===== config.mk =====
export PLATFORM = sky130hd
export DESIGN_NAME = seg_scan_ctrl
export DESIGN_NICKNAME = d
export VERILOG_FILES = /design/src/rtl/seg_pkg.sv /design/src/rtl/seg_decoder.sv /design/src/rtl/seg_scan_ctrl.sv
export SDC_FILE = /design/constraint.sdc
export NUM_CORES = 1
export LEC_CHECK = 0
export BUFFER_PORTS_ARGS = -buffer_cell sky130_fd_sc_hd__buf_4
export CAP_MARGIN = 20
export CORE_ASPECT_RATIO = 0.75
export CORE_MARGIN = 10
export CORE_UTILIZATION = 25
export CTS_BUF_LIST = sky130_fd_sc_hd__clkbuf_16
export DETAILED_ROUTE_END_ITERATION = 7
export PLACE_DENSITY = 0.51
export SYNTH_ARGS = -nofsm -noshare
export SYNTH_HDL_FRONTEND = slang
export SYNTH_SLANG_ARGS = --single-unit
export TNS_END_PERCENT = 30

===== constraint.sdc =====
create_clock -name clk -period 2 [get_ports clk]
set_input_delay 0.2 -clock clk [delete_from_list [all_inputs] [get_ports clk]]
set_output_delay 0.2 -clock clk [all_outputs]
set_load 0.02 [all_outputs]

===== src/rtl/seg_pkg.sv =====
// Shared types and constants for the seven-segment scan path: segment encoding,
// hex glyph table and the index-width helper.
package seg_pkg;

  typedef logic [6:0] seg_t;

  // Active-high {g,f,e,d,c,b,a}; SEG_OFF means no segment lit.
  localparam seg_t SEG_OFF = 7'h00;

  localparam seg_t SEG_TABLE [16] = '{
    7'h3F, 7'h06, 7'h5B, 7'h4F, 7'h66, 7'h6D, 7'h7D, 7'h07,
    7'h7F, 7'h6F, 7'h77, 7'h7C, 7'h39, 7'h5E, 7'h79, 7'h71
  };

  // Bits needed to hold values 0..n-1 (at least 1).
  function automatic int unsigned clog2(input int unsigned n);
    int unsigned w;
    w = 0;
    for (int unsigned v = n - 1; v > 0; v = v >> 1) begin
      w = w + 1;
    end
    if (w == 0) w = 1;
    return w;
  endfunction

endpackage


===== src/rtl/seg_decoder.sv =====
// Hex nibble to active-high seven-segment glyph lookup (purely combinational).
module seg_decoder
  import seg_pkg::*;
(
  input  logic [3:0] nib_i,
  output seg_t       seg_c_o
);

  assign seg_c_o = SEG_TABLE[nib_i];

endmodule


===== src/rtl/seg_scan_ctrl.sv =====
// N-digit time-multiplexed seven-segment scanner with dwell prescaler, blanking gap and
// frame-synchronous data update. Define SEG_SCAN_LZB_EN to enable leading-zero blanking.
module seg_scan_ctrl
  import seg_pkg::*;
#(
  parameter int unsigned NUM_DIGITS     = 4,
  parameter int unsigned CLK_HZ         = 27000000,
  parameter int unsigned SCAN_HZ        = 1000,
  parameter int unsigned BLANK_CYCLES   = 16,
  parameter bit          AN_ACTIVE_LOW  = 1'b1,
  parameter bit          SEG_ACTIVE_LOW = 1'b0
) (
  input  logic                      clk,
  input  logic                      rst_n,
  input  logic [4*NUM_DIGITS-1:0]   digits_i,
  input  logic [NUM_DIGITS-1:0]     blank_i,
  input  logic                      load_i,
  output logic [6:0]                seg_o,
  output logic [NUM_DIGITS-1:0]     an_o,
  output logic                      frame_o
);

  localparam int unsigned DIV = CLK_HZ / SCAN_HZ;
  localparam int unsigned CW  = clog2(DIV);
  localparam int unsigned IW  = clog2(NUM_DIGITS);

  localparam logic [NUM_DIGITS-1:0] AN_POL  = {NUM_DIGITS{AN_ACTIVE_LOW}};
  localparam seg_t                  SEG_POL = {7{SEG_ACTIVE_LOW}};

  logic [CW-1:0]                 cnt_q, cnt_d;
  logic [IW-1:0]                 idx_q, idx_d;
  logic [NUM_DIGITS-1:0][3:0]    pend_q, pend_d;
  logic [NUM_DIGITS-1:0][3:0]    disp_q, disp_d;
  logic                          pend_v_q, pend_v_d;
  logic [NUM_DIGITS-1:0]         an_q, an_d;
  seg_t                          seg_q, seg_d;
  logic                          frame_q, frame_d;

  logic                          tick_c, wrap_c;
  logic [NUM_DIGITS-1:0]         lzb_c, mask_c, an_on_c;
  logic [3:0]                    nib_c;
  seg_t                          glyph_c;

`ifdef SEG_SCAN_LZB_EN
  // Digit k>0 is suppressed while it and all more significant digits are zero.
  always_comb begin
    logic zero_run;
    lzb_c    = '0;
    zero_run = 1'b1;
    for (int k = int'(NUM_DIGITS) - 1; k > 0; k--) begin
      zero_run = zero_run & (disp_q[k] == 4'h0);
      lzb_c[k] = zero_run;
    end
  end
`else
  assign lzb_c = '0;
`endif

  assign mask_c = blank_i | lzb_c;
  assign nib_c  = disp_q[idx_q];

  seg_decoder u_dec (
    .nib_i   (nib_c),
    .seg_c_o (glyph_c)
  );

  // Next-state and next-output logic.
  always_comb begin
    tick_c   = (cnt_q == CW'(DIV - 1));
    wrap_c   = tick_c && (idx_q == IW'(NUM_DIGITS - 1));
    cnt_d    = tick_c ? '0 : cnt_q + CW'(1);
    idx_d    = idx_q;
    pend_d   = pend_q;
    pend_v_d = pend_v_q;
    disp_d   = disp_q;
    an_on_c  = '0;

    if (tick_c) idx_d = wrap_c ? '0 : idx_q + IW'(1);

    if (load_i) begin
      pend_d   = digits_i;
      pend_v_d = 1'b1;
    end

    // A load on the wrap tick bypasses the shadow and lands in this frame boundary.
    if (wrap_c) begin
      if (load_i) begin
        disp_d   = digits_i;
        pend_v_d = 1'b0;
      end else if (pend_v_q) begin
        disp_d   = pend_q;
        pend_v_d = 1'b0;
      end
    end

    if ((cnt_q >= CW'(BLANK_CYCLES)) && !mask_c[idx_q]) an_on_c[idx_q] = 1'b1;

    an_d    = an_on_c ^ AN_POL;
    seg_d   = ((|an_on_c) ? glyph_c : SEG_OFF) ^ SEG_POL;
    frame_d = wrap_c;
  end

  always_ff @(posedge clk or negedge rst_n) begin
    if (!rst_n) begin
      cnt_q    <= '0;
      idx_q    <= '0;
      pend_q   <= '0;
      pend_v_q <= 1'b0;
      disp_q   <= '0;
      an_q     <= AN_POL;
      seg_q    <= SEG_OFF ^ SEG_POL;
      frame_q  <= 1'b0;
    end else begin
      cnt_q    <= cnt_d;
      idx_q    <= idx_d;
      pend_q   <= pend_d;
      pend_v_q <= pend_v_d;
      disp_q   <= disp_d;
      an_q     <= an_d;
      seg_q    <= seg_d;
      frame_q  <= frame_d;
    end
  end

  assign seg_o   = seg_q;
  assign an_o    = an_q;
  assign frame_o = frame_q;

endmodule


# Word-level counts from Yosys, hierarchy flattened
# Memories as Yosys holds them, arrays and structs flattened.
# Index checks and enable logic that the tools add are counted.
# W data, S select, Z words.
dict set report word_totals {
  reg_bits 62
  mem_bits_ro 112
  inputBits 23
  n_memories 1
}
dict set report classes {
  add_sub_neg 2
  order_cmp 4
  eq_ne 2
  mux 18
  n_bitwise 2
  n_reduce_logical 7
}
# memory words width read_ports rd_ports_with_merged_regs write_ports line
set mem_list {}
lappend mem_list {{(no name shown)} 16 7 1 0 0 seg_decoder.sv:9} ;# assign seg_c_o = SEG_TABLE[nib_i];
# operator n
set op_table {}
lappend op_table {{$mux W16} 2}
lappend op_table {{$mux W7} 3}
lappend op_table {{$add A15 B1 Y15 const B} 1}
lappend op_table {{$eq A15 B15 Y1 const B} 1}
lappend op_table {{$ge A15 B5 Y1 const B} 1}
lappend op_table {{$mux W15} 1}
lappend op_table {{$bmux W4 S2} 1}
lappend op_table {{$mux W4} 2}
lappend op_table {{$mux W1} 6}
lappend op_table {{$ge A5 B5 Y1 const B} 1}
lappend op_table {{$not A4 Y5} 1}
lappend op_table {{$not A4 Y4} 1}
lappend op_table {{$reduce_or A4 Y1} 1}
lappend op_table {{$logic_and A1 B1 Y1} 3}
lappend op_table {{$lt A2 B3 Y1 const B} 1}
lappend op_table {{$add A2 B1 Y2 const B} 1}
lappend op_table {{$bmux W1 S2} 1}
lappend op_table {{$demux W1 S2} 1}
lappend op_table {{$eq A2 B2 Y1 const B} 1}
lappend op_table {{$ge A2 B1 Y1 const B} 1}
lappend op_table {{$mux W2} 1}
lappend op_table {{$reduce_and A2 Y1} 1}
lappend op_table {{$reduce_bool A2 Y1} 1}
lappend op_table {{$logic_not A1 Y1} 1}

# Depth between registers and ports, before layout
# Gate-level depths: netlist (run 1).
dict set report depth {
  depth_word 7
  ltp_mapped 7
  mapped_depth_nobuf 6
}

# Hierarchy
# From an unflattened synthesis (run 1), not the netlist that was laid out.
dict set report hier_totals {
  hier_cells 222
  area_unflattened_um2 2945.3
}
# module n_inst cells_per_inst area_per_inst_um2
set by_module_without_submodules {}
lappend by_module_without_submodules {seg_scan_ctrl 1 189 2655.0}
lappend by_module_without_submodules {seg_decoder 1 33 290.3}

# Worst setup path before layout (run 1)
# OpenSTA, ideal clock, no wires.
dict set report synth_path {
  path_kind {reg-to-reg}
  start {register cnt_q[7]}
  end {register disp_q[0] (netlist bit)}
  setup_time_ps 125
  arrival_ps 1951
  setup_slack_ps -77
  stages_incl_launch_ff 6
  period_less_slack_ps 2077
  cell_sequence {dfrtp_1 or4_4 nor4_4 nand3b_4 buf_6 mux2_4}
}
dict set report synth_between {
  elab_chain_len 3
}
# item line
set synth_rtl {}
lappend synth_rtl {{start: declaration} seg_scan_ctrl.sv:30} ;# logic [CW-1:0] cnt_q, cnt_d;
lappend synth_rtl {{start signal: assignment} seg_scan_ctrl.sv:114} ;# cnt_q <= cnt_d;
lappend synth_rtl {{$eq A15 B15 Y1} seg_scan_ctrl.sv:69} ;# tick_c = (cnt_q == CW'(DIV - 1));
lappend synth_rtl {{$logic_and A1 B1 Y1} seg_scan_ctrl.sv:70} ;# wrap_c = tick_c && (idx_q == IW'(NUM_DIGITS - 1));
lappend synth_rtl {{$reduce_and A2 Y1 (no source line)} -}
lappend synth_rtl {{end signal: assignment} seg_scan_ctrl.sv:118} ;# disp_q <= disp_d;
lappend synth_rtl {{end: declaration} seg_scan_ctrl.sv:33} ;# logic [NUM_DIGITS-1:0][3:0] disp_q, disp_d;
# No other way between the ends.
# A chain may end at the register's enable or synchronous reset.

# Worst setup path in the final report (run 1)
dict set report layout_path {
  start {register cnt_q[12]}
  end {register idx_q[0]}
}
dict set report layout_between {
  elab_chain_len 3
}
# item line
set layout_rtl {}
lappend layout_rtl {{$eq A15 B15 Y1 *} seg_scan_ctrl.sv:69}
lappend layout_rtl {{$logic_and A1 B1 Y1} seg_scan_ctrl.sv:70}
lappend layout_rtl {{$mux W2} seg_scan_ctrl.sv:78} ;# if (tick_c) idx_d = wrap_c ? '0 : idx_q + IW'(1);
lappend layout_rtl {{end signal: assignment} seg_scan_ctrl.sv:115} ;# idx_q <= idx_d;
lappend layout_rtl {{end: declaration} seg_scan_ctrl.sv:31} ;# logic [IW-1:0] idx_q, idx_d;
# Mark *: on every way between the ends. The rest lies on a longest branch, timed or not.

==> results of run 1 <==
==> power groups by stage <==
stage | clock [W] | sequential (W) | combinational [W]
2_1_floorplan | 0 | 0.00133 | 0.0000544
3_3_place_gp | 0 | 0.00133 | 0.000151
3_5_place_dp | 0 | 0.00133 | 0.000151
4_1_cts | 0.00164 | 0.00131 | 0.000153
5_1_grt | 0.00169 | 0.00131 | 0.000164
6_report | 0.00159 | 0.00131 | 0.000147
==> flip-flops by register name (all words and copies together) (netlist names) <==
| signal | count |
|---|---|
| disp_q | 16 |
| an_o | 4 |
| seg_o | 7 |
| idx_q | 2 |
| pend_q | 16 |
| frame_o | 1 |
| cnt_q | 15 |
| pend_v_q | 1 |
==> worst min-delay path by stage <==
| stage | endpoint | slack [ns] | depth (start not counted) |
|---|---|---|---|
| 3_3_place_gp | cnt_q[12]$_DFF_PN0_ | 0.34 | 1 |
| 3_5_place_dp | cnt_q[10]$_DFF_PN0_ | 0.35 | 1 |
| 5_1_grt | pend_q[4]$_DFFE_PN0P_ | 0.12 | 2 |
| 6_report | pend_q[4]$_DFFE_PN0P_ | 0.13 | 2 |
| 2_1_floorplan | cnt_q[0]$_DFF_PN0_ | -0.1 | 0 |
| 4_1_cts | pend_q[4]$_DFFE_PN0P_ | 0.12 | 2 |
==> final cells by class <==
cell class              instances  area share (%)
flip-flops and latches         62            41.7
multi-input cells             143            34.0
repair buffers                 50            10.4
clock buffers                   9            6.03
well taps                     140            4.69
clock inverters                 6            2.14
inverters                      10            1.00
==> cell usage in the layout, fill, tap and decap left out, types with 3 or more instances in the layout <==
cell type	n
clkbuf_16	9
mux2_4	10
nor3b_1	3
nand3_1	9
nand4_1	4
nor4_1	5
dfstp_2	4
xor2_1	3
buf_4	48
and2_1	3
mux4_2	6
ha_1	10
nor2_1	17
mux2i_1	3
nand2_1	9
nor3_1	3
dfrtp_1	57
o21ai_0	3
mux2_2	22
xnor2_1	13
inv_1	11
==> repair_timing <==
item | CTS | global route
hold endpoints to repair | 5 | 0
setup buffers | 0 | 1
cloned | 0 | 0
gates resized for setup | 1 | 4
hold buffers | 1 | 0
endpoints found under the setup margin | 1 | 2
pin swaps | 0 | 2
==> stage by stage <==
step	instance area (sq um)	utilization (%)
2_1_floorplan	2900	-
3_3_place_gp	3410	30.6
3_5_place_dp	3410	30.6
4_1_cts	3730	33.4
5_1_grt	3740	33.5
6_report	3740	33.5
==> cell usage after synthesis, types with 4 or more instances <==
| library cell | instances | share of area, % |
|---|---|---|
| mux4_2 | 6 | 4.7 |
| nand4_1 | 4 | 0.86 |
| inv_1 | 10 | 1.3 |
| nand2_1 | 9 | 1.2 |
| o21ai_0 | 5 | 0.86 |
| dfstp_2 | 4 | 3.6 |
| nor4_1 | 5 | 1.1 |
| ha_1 | 10 | 4.3 |
| nor2_1 | 17 | 2.2 |
| mux2_4 | 10 | 5.2 |
| nand3_1 | 9 | 1.6 |
| dfrtp_1 | 58 | 50 |
| clkbuf_1 | 5 | 0.65 |
| mux2_2 | 22 | 8.5 |
| xnor2_1 | 13 | 3.9 |
==> per-layer routing <==
layer,GRT usage [%],vias to the layer above
met5,0,-
met3,2.67,10
met2,10.8,43
li1,-,893
met4,4.50,0
met1,10.7,895
==> cells by family after synthesis <==
kind of cell | count (synthesis) | share of synthesized area (%)
simple gates | 63 | 12.2
flops | 62 | 53.7
mux | 41 | 19.4
buf+inv | 18 | 2.63
xor+xnor | 16 | 4.83
compound gates | 13 | 2.93
fa+ha+maj | 10 | 4.31
==> flow_metrics.py, run 1 <==
metrics = {
    "die": {
        "die_y_microns": 113,
        "start_util_pct": 26.0,
        "fp.dieW_microns": 144,
        "rows": 33,
        "pin_count": 35,
        "die_area_sq_mm": 0.0164,
        "core_area_sq_mm": 0.0111,
    },
    "power_and_ir_drop": {
        "p_clk_share_pct": 52.2,
        "pwr-share-seq_pct": 42.9,
        "totalPowerFinal_w": 0.00304,
        "power.net_switching_w": 0.000600,
        "leakage_nw": 1.72,
        "p_per_area_mw_per_mm2": 813,
        "power.internal_w": 0.00244,
        "swShare_pct": 19.7,
        "pwr-share-comb_pct": 4.8,
        "vdd_drop_max_uv": 485,
    },
    "place": {
        "post-place-ws_ns": -0.00721,
        "dp.cells": 403,
        "dp_hpwl_mm": 4.56,
        "portBuffers": 34,
        "gp_congestion": 0.802,
    },
    "synthesis": {
        "synth_seq_cells": 62,
        "syn_inst": 223,
        "synth_area_per_cell_sq_um": 13.0,
        "synthesis.area_sq_mm": 0.00290,
        "synth.distinct_cells": 37,
        "ys_warn_count": 0,
        "synth_edf_count": 0,
        "synthesis.nets": 256,
        "async_flop_share_pct": 100,
        "dominantRegCellSynth": "dfrtp_1",
        "ys_seq_area_share_pct": 53.7,
    },
    "clock_tree": {
        "cts_sinks": 62,
        "clk_pin_slew_ns": 0.05,
        "cts_tree": "yes",
        "cts_buffer_depth": 2,
        "cts_buffers": 9,
        "cts_max_level": 3,
        "clock_latency_ns": 0.32,
        "cts-root-buf": "clkbuf_16",
    },
    "setup_path": {
        "critPathArrivalTime_ns": 2.20,
        "crit_path_start_kind": "flip-flop",
        "ff2ff_setup_slack_ns": 0.05,
        "slowest_delay_ns": 0.58,
        "crit_path_end": "idx_q[0]$_DFFE_PN0P_",
        "cp_top_family": "simple AND/OR/NAND/NOR gates",
        "worstPathMaxFanout": 3,
        "crit_path_end_kind": "flip-flop",
        "reg2reg_depth": 4,
        "worstSetupPathType": "reg2reg",
        "cpMostUsedCell": "or4_4",
        "cp-startpoint": "cnt_q[12]$_DFF_PN0_",
        "timing.rr.end": "idx_q[0]$_DFFE_PN0P_",
        "cp_data_required_time_ns": 2.25,
        "regToRegStartpoint": "cnt_q[12]$_DFF_PN0_",
        "crit_cells": 4,
        "crit_slowest_cell": "or4_4",
        "crit_buf_inv": 0,
        "crit_chain": "or4_4 > or4_4 > or3_1 > o21ai_1",
    },
    "run_status": {
        "outcome": "finished clean",
    },
    "timing": {
        "finalHoldViolCount": 0,
        "slew-limit-headroom_pct": 46.9,
        "tightest_slew_ns": 0.796,
        "post-route-period-util_pct": 97.7,
        "fmax_mhz": 512,
        "finalSetupTns_ns": 0,
        "hold_ws_ns": 0.128,
        "setup_ws_ns": 0.0469,
        "rsz0062_at_grt": "yes",
        "min_period_ns": 1.95,
        "setup_viol": 0,
        "fin_skew_ns": 0.00748,
        "slew_violations": 0,
    },
    "drt": {
        "firstDrtPassIters": 4,
        "wl_met2_mm": 2.51,
        "drc": 0,
        "postRouteAntennaNets": 0,
        "wl_mm": 6.17,
        "drt-initial-drc-count": 85,
        "wl_met3_microns": 286,
        "top_layer_used": "met4",
        "wire_per_inst_microns": 14.7,
        "routed_via_density": 4.38,
        "wl_met1_mm": 3.24,
        "vias": 1841,
    },
    "layout": {
        "multi_input_area_sq_mm": 0.00127,
        "syn_to_final_growth_pct": 28.9,
        "regArea_sq_mm": 0.00156,
        "nets": 309,
        "drive_above_1_share_pct": 39.3,
        "fillers": 1119,
        "final_cells": 420,
        "diodes": 0,
    },
    "hold_path": {
        "hp-start": "digits_i[4]",
        "hold_path.class": "in2reg",
    },
    "global_routing": {
        "antenna_found_initial": 0,
        "track_usage_pct": 7.94,
        "grt_pass1_wl_mm": 10.1,
        "grt_max_degree": 63,
        "first_global_vias": 2001,
        "gr-total-overflow": 0,
    },
    "flow_run": {
        "cap_violations": 0,
    },
}
(Power assumes the default switching activity.)
==> run 2: changes to the inputs <==
- BUFFER_PORTS_ARGS: -buffer_cell sky130_fd_sc_hd__buf_4 -> not set
- DONT_BUFFER_PORTS: not set -> 1
- PLACE_DENSITY: 0.51 -> 0.49
==> run 2 against run 1 <==
Power is 2.6% higher. Sequential power about the same. Wire length up 6.9%. Largest power group unchanged. Cell count shrank 3.8%. Critical path depth unchanged. Sequential cell count stayed put. Clock power rose by 8%. Register-to-register slack hardly changed. Maximum frequency barely moved. Highest routed layer is now met5.
==> flow_metrics.py, run 2 (synthesis gave the netlist of run 1 again) <==
metrics = {
    "run_status": {
        "outcome": "finished clean",
    },
    "setup_path": {
        "worstPathMaxFanout": 3,
        "crit_path_end_kind": "flip-flop",
        "reg2reg_depth": 4,
        "crit_slowest_cell": "or4_4",
        "cp_top_family": "simple AND/OR/NAND/NOR gates",
        "slowest_delay_ns": 0.56,
        "crit_path_start_kind": "flip-flop",
        "crit_cells": 4,
        "ff2ff_setup_slack_ns": 0.05,
        "worstSetupPathType": "reg2reg",
        "critPathArrivalTime_ns": 2.20,
        "cp_data_required_time_ns": 2.25,
        "cpMostUsedCell": "or4_4",
        "crit_chain": "or4_4 > or4_4 > or3_1 > o21ai_0",
        "crit_buf_inv": 0,
    },
    "drt": {
        "firstDrtPassIters": 4,
        "wl_mm": 6.60,
        "wl_met1_mm": 3.12,
        "postRouteAntennaNets": 0,
        "top_layer_used": "met5",
        "wl_met3_microns": 602,
        "wire_per_inst_microns": 16.3,
        "drc": 0,
        "drt-initial-drc-count": 101,
        "wl_met2_mm": 2.77,
        "vias": 1852,
        "routed_via_density": 4.58,
    },
    "clock_tree": {
        "clk_pin_slew_ns": 0.06,
        "cts-root-buf": "clkbuf_16",
        "cts_buffer_depth": 2,
        "clock_latency_ns": 0.33,
        "cts_max_level": 3,
        "cts_sinks": 62,
        "cts_buffers": 9,
        "cts_tree": "yes",
    },
    "global_routing": {
        "grt_max_degree": 63,
        "grt_pass1_wl_mm": 10.0,
        "antenna_found_initial": 4,
        "first_global_vias": 1824,
        "track_usage_pct": 7.93,
        "gr-total-overflow": 0,
    },
    "place": {
        "dp_hpwl_mm": 4.49,
        "place_area_sq_mm": 0.00321,
        "portBuffers": 0,
        "gp_congestion": 0.802,
        "dp.cells": 377,
    },
    "die": {
        "die_y_microns": 113,
        "fp.dieW_microns": 144,
        "core_area_sq_mm": 0.0111,
        "start_util_pct": 26.0,
        "pin_count": 35,
        "die_area_sq_mm": 0.0164,
        "rows": 33,
    },
    "timing": {
        "fmax_mhz": 512,
        "setup_viol": 0,
        "rsz0062_at_grt": "yes",
        "tightest_slew_ns": 0.785,
        "finalHoldViolCount": 0,
        "post-route-period-util_pct": 97.6,
        "fin_skew_ns": 0.00673,
        "slew-limit-headroom_pct": 47.1,
        "hold_ws_ns": 0.0357,
        "slew_violations": 0,
        "min_period_ns": 1.95,
    },
    "layout": {
        "syn_to_final_growth_pct": 29.9,
        "nets": 289,
        "drive_above_1_share_pct": 40.6,
        "final_cells": 404,
        "reg.largest.list": "disp_q x16, pend_q x16, cnt_q x15",
        "fin_area_sq_mm": 0.00377,
        "final_common_cell": "dfrtp_1",
        "most-common-layout-cells": "dfrtp_1, buf_4, mux2_2",
    },
    "flow_run": {
        "cap_violations": 0,
    },
    "power_and_ir_drop": {
        "vdd_drop_max_uv": 322,
        "p_per_area_mw_per_mm2": 829,
        "leakage_nw": 1.67,
    },
    "hold_path": {
        "whs_path_depth": 1,
        "hold_path.class": "in2reg",
    },
}
run 2: worst paths after layout:
path,start,endpoint
max reg2reg,cnt_q[7]$_DFF_PN0_,idx_q[0]$_DFFE_PN0P_
min,digits_i[12],pend_q[12]$_DFFE_PN0P_
max in group asynchronous,rst_n,an_o[3]$_DFF_PN1_
min in group asynchronous,rst_n,cnt_q[3]$_DFF_PN0_
max,cnt_q[7]$_DFF_PN0_,idx_q[0]$_DFFE_PN0P_
min reg2reg,pend_q[12]$_DFFE_PN0P_,pend_q[12]$_DFFE_PN0P_
run 2: final cells by class:
cell class / instances / area (sq um)
Fill cell: 1100 / 7380
Sequential cell: 62 / 1560
Clock buffer: 9 / 225
Tap cell: 140 / 175
Timing Repair Buffer: 29 / 264
Inverter: 10 / 40.0
Multi-Input combinational cell: 144 / 1390
Antenna cell: 3 / 7.51
Clock inverter: 7 / 105
run 2: report_power, final:
part | total, W | switching (W) | internal [W]
logic | 0.0000955 | 0.0000498 | 0.0000457
clock network | 0.00171 | 0.000600 | 0.00111
registers | 0.00132 | 0.0000204 | 0.00130
total | 0.00312 | 0.000670 | 0.00245
run 2: per-stage QoR:
step	setup slack [ns]	power, W	setup TNS [ns]	util (%)
after CTS	0.00285	0.00317	0	32.3
after global routing	-0.0617	0.00324	-0.214	33.7
after floorplan	0.0420	0.00139	0	-
final	0.0473	0.00312	0	33.8
after global placement	-0.00324	0.00140	-0.00324	28.8
after detailed placement	-0.0786	0.00140	-0.260	28.8
run 2: what timing repair did:
action,4_1_cts,5_1_grt
endpoints found under the setup margin,7,7
cloned,0,1
gates resized for setup,2,24
pin swaps,1,6
hold buffers,2,0
endpoints found under the hold margin,62,0
buffers inserted,0,5
run 2: metal layers:
metal  vias to the layer above  GRT usage (%)
met5                         -              0
met4                         2           3.02
li1                        866              -
met2                        54           10.8
met3                        10           3.80
met1                       920           10.5
==> run 3: changes to the inputs <==
- CORE_MARGIN: 10 -> 3
==> run 3 against run 2 <==
Sequential cell count unchanged. Register-to-register slack about the same. First-iteration DRC count increased by 39%. Maximum frequency decreased by 0.73%. Clock skew increased by 0.0011 ns. Power decreased by 0.49%. Setup slack got worse by 0.014 ns. Non-clock buffer count decreased by 3. Hold slack got worse by 0.0062 ns. Combinational power decreased by 3.2%. Sequential power about the same. Die area decreased by 21%. Critical endpoint unchanged.
==> flow_metrics.py, run 3 (synthesis gave the netlist of run 1 again) <==
metrics = {
    "die": {
        "die_area_sq_mm": 0.0129,
        "start_util_pct": 26.1,
        "fp.dieW_microns": 130,
        "pin_count": 35,
        "core_area_sq_mm": 0.0111,
        "die_y_microns": 99.3,
        "rows": 33,
    },
    "timing": {
        "setup_viol": 0,
        "post-route-period-util_pct": 98.4,
        "fmax_mhz": 508,
        "rsz0062_at_grt": "yes",
        "finalHoldViolCount": 0,
        "tightest_slew_ns": 0.644,
        "min_period_ns": 1.97,
        "setup_ws_ns": 0.0329,
        "hold_ws_ns": 0.0295,
        "fin_skew_ns": 0.00784,
        "slew_violations": 0,
        "slew-limit-headroom_pct": 56.6,
    },
    "layout": {
        "diodes": 0,
        "nets": 285,
        "most-common-layout-cells": "dfrtp_1, mux2_2, buf_4",
        "drive_above_1_share_pct": 37.4,
        "final_common_cell": "dfrtp_1",
        "reg.largest.list": "disp_q x16, pend_q x16, cnt_q x15",
        "syn_to_final_growth_pct": 25.2,
        "fin_util_pct": 32.7,
    },
    "global_routing": {
        "grt_max_degree": 63,
        "first_global_vias": 1894,
        "gr-total-overflow": 0,
        "grt_pass1_wl_mm": 9.55,
        "track_usage_pct": 9.68,
        "antenna_found_initial": 3,
    },
    "power_and_ir_drop": {
        "leakage_nw": 1.62,
        "vdd_drop_max_uv": 407,
        "p_per_area_mw_per_mm2": 855,
    },
    "setup_path": {
        "worstPathMaxFanout": 3,
        "crit_path_end_kind": "flip-flop",
        "cp_data_required_time_ns": 2.25,
        "cp-startpoint": "cnt_q[7]$_DFF_PN0_",
        "critPathArrivalTime_ns": 2.21,
        "worstSetupPathType": "reg2reg",
        "regToRegStartpoint": "cnt_q[7]$_DFF_PN0_",
        "crit_path_start_kind": "flip-flop",
    },
    "drt": {
        "firstDrtPassIters": 4,
        "drc": 0,
        "vias": 1788,
        "wl_mm": 5.79,
        "postRouteAntennaNets": 0,
        "wire_per_inst_microns": 14.6,
        "drt-initial-drc-count": 140,
        "routed_via_density": 4.50,
    },
    "place": {
        "dp_hpwl_mm": 4.19,
        "portBuffers": 0,
        "gp_congestion": 0.811,
        "post-place-ws_ns": -0.0889,
    },
    "clock_tree": {
        "clk_pin_slew_ns": 0.06,
        "cts_buffer_depth": 2,
        "cts-root-buf": "clkbuf_16",
        "cts_max_level": 3,
        "cts_buffers": 9,
        "cts_tree": "yes",
        "cts_sinks": 62,
        "clock_latency_ns": 0.33,
    },
    "run_status": {
        "outcome": "finished clean",
    },
    "hold_path": {
        "hp-start": "load_i",
        "hold_path.class": "in2reg",
    },
    "flow_run": {
        "cap_violations": 0,
    },
}
run 3: cell types whose count changed in the layout (fill, tap and decap cells not counted), sizes merged:
cell | before | now
diode | 3 | 0
clkinv | 1 | 0
buf | 28 | 25
inv | 13 | 14
mux4 | 7 | 6
run 3: per-stage QoR:
step	instances	TNS (ns)	power (W)	area, sq um
after floorplan	223	0	0.00139	2900
after global placement	373	-0.210	0.00140	3180
after detailed placement	373	-0.243	0.00140	3180
after CTS	395	0	0.00316	3590
after global routing	397	-0.0127	0.00324	3630
final	397	0	0.00311	3630
run 3: metal layers:
layer	wire, microns	GRT usage (%)
met1	2790	12.6
met2	2260	13.0
met3	472	4.67
met4	208	5.45
met5	54	0
run 3: final timing paths:
path                                          to  slack [ns]  depth (start not counted)
max in group asynchronous      an_o[3]$_DFF_PN1_        1.26                          2
setup reg to reg            idx_q[0]$_DFFE_PN0P_        0.03                          4
setup / recovery            idx_q[0]$_DFFE_PN0P_        0.03                          4
hold reg to reg               pend_v_q$_DFF_PN0_        0.48                          2
min in group asynchronous  pend_q[9]$_DFFE_PN0P_        0.45                          2
hold / removal                pend_v_q$_DFF_PN0_        0.03                          2
run 3: area by class of cell:
| cell class | instances | area, sq um |
|---|---|---|
| fillers | 1085 | 7480 |
| flip-flops and latches | 62 | 1560 |
| multi-input cells | 143 | 1300 |
| repair buffers | 26 | 234 |
| clock buffers | 9 | 225 |
| well taps | 140 | 175 |
| clock inverters | 7 | 103 |
| inverters | 10 | 37.5 |
run 3: power breakdown:
part           leakage, nW  internal (W)  switching (W)
Sequential           0.783       0.00130      0.0000202
Combinational        0.685     0.0000439      0.0000484
Clock                0.157       0.00111       0.000590
Total                 1.62       0.00245       0.000659
run 3: critical path, cell delays in order (launching register included):
cell,delay [ns]
dfrtp_1,0.38
or4_4,0.58
or4_4,0.56
or3_1,0.30
o21ai_0,0.07
run 3: repair_timing:
item / 4_1_cts / 5_1_grt
hold buffers: 2 / 0
endpoints found under the setup margin: 5 / 6
resized for setup: 2 / 9
pin swaps: 0 / 4
buffers inserted: 4 / 2
endpoints found under the hold margin: 62 / 0
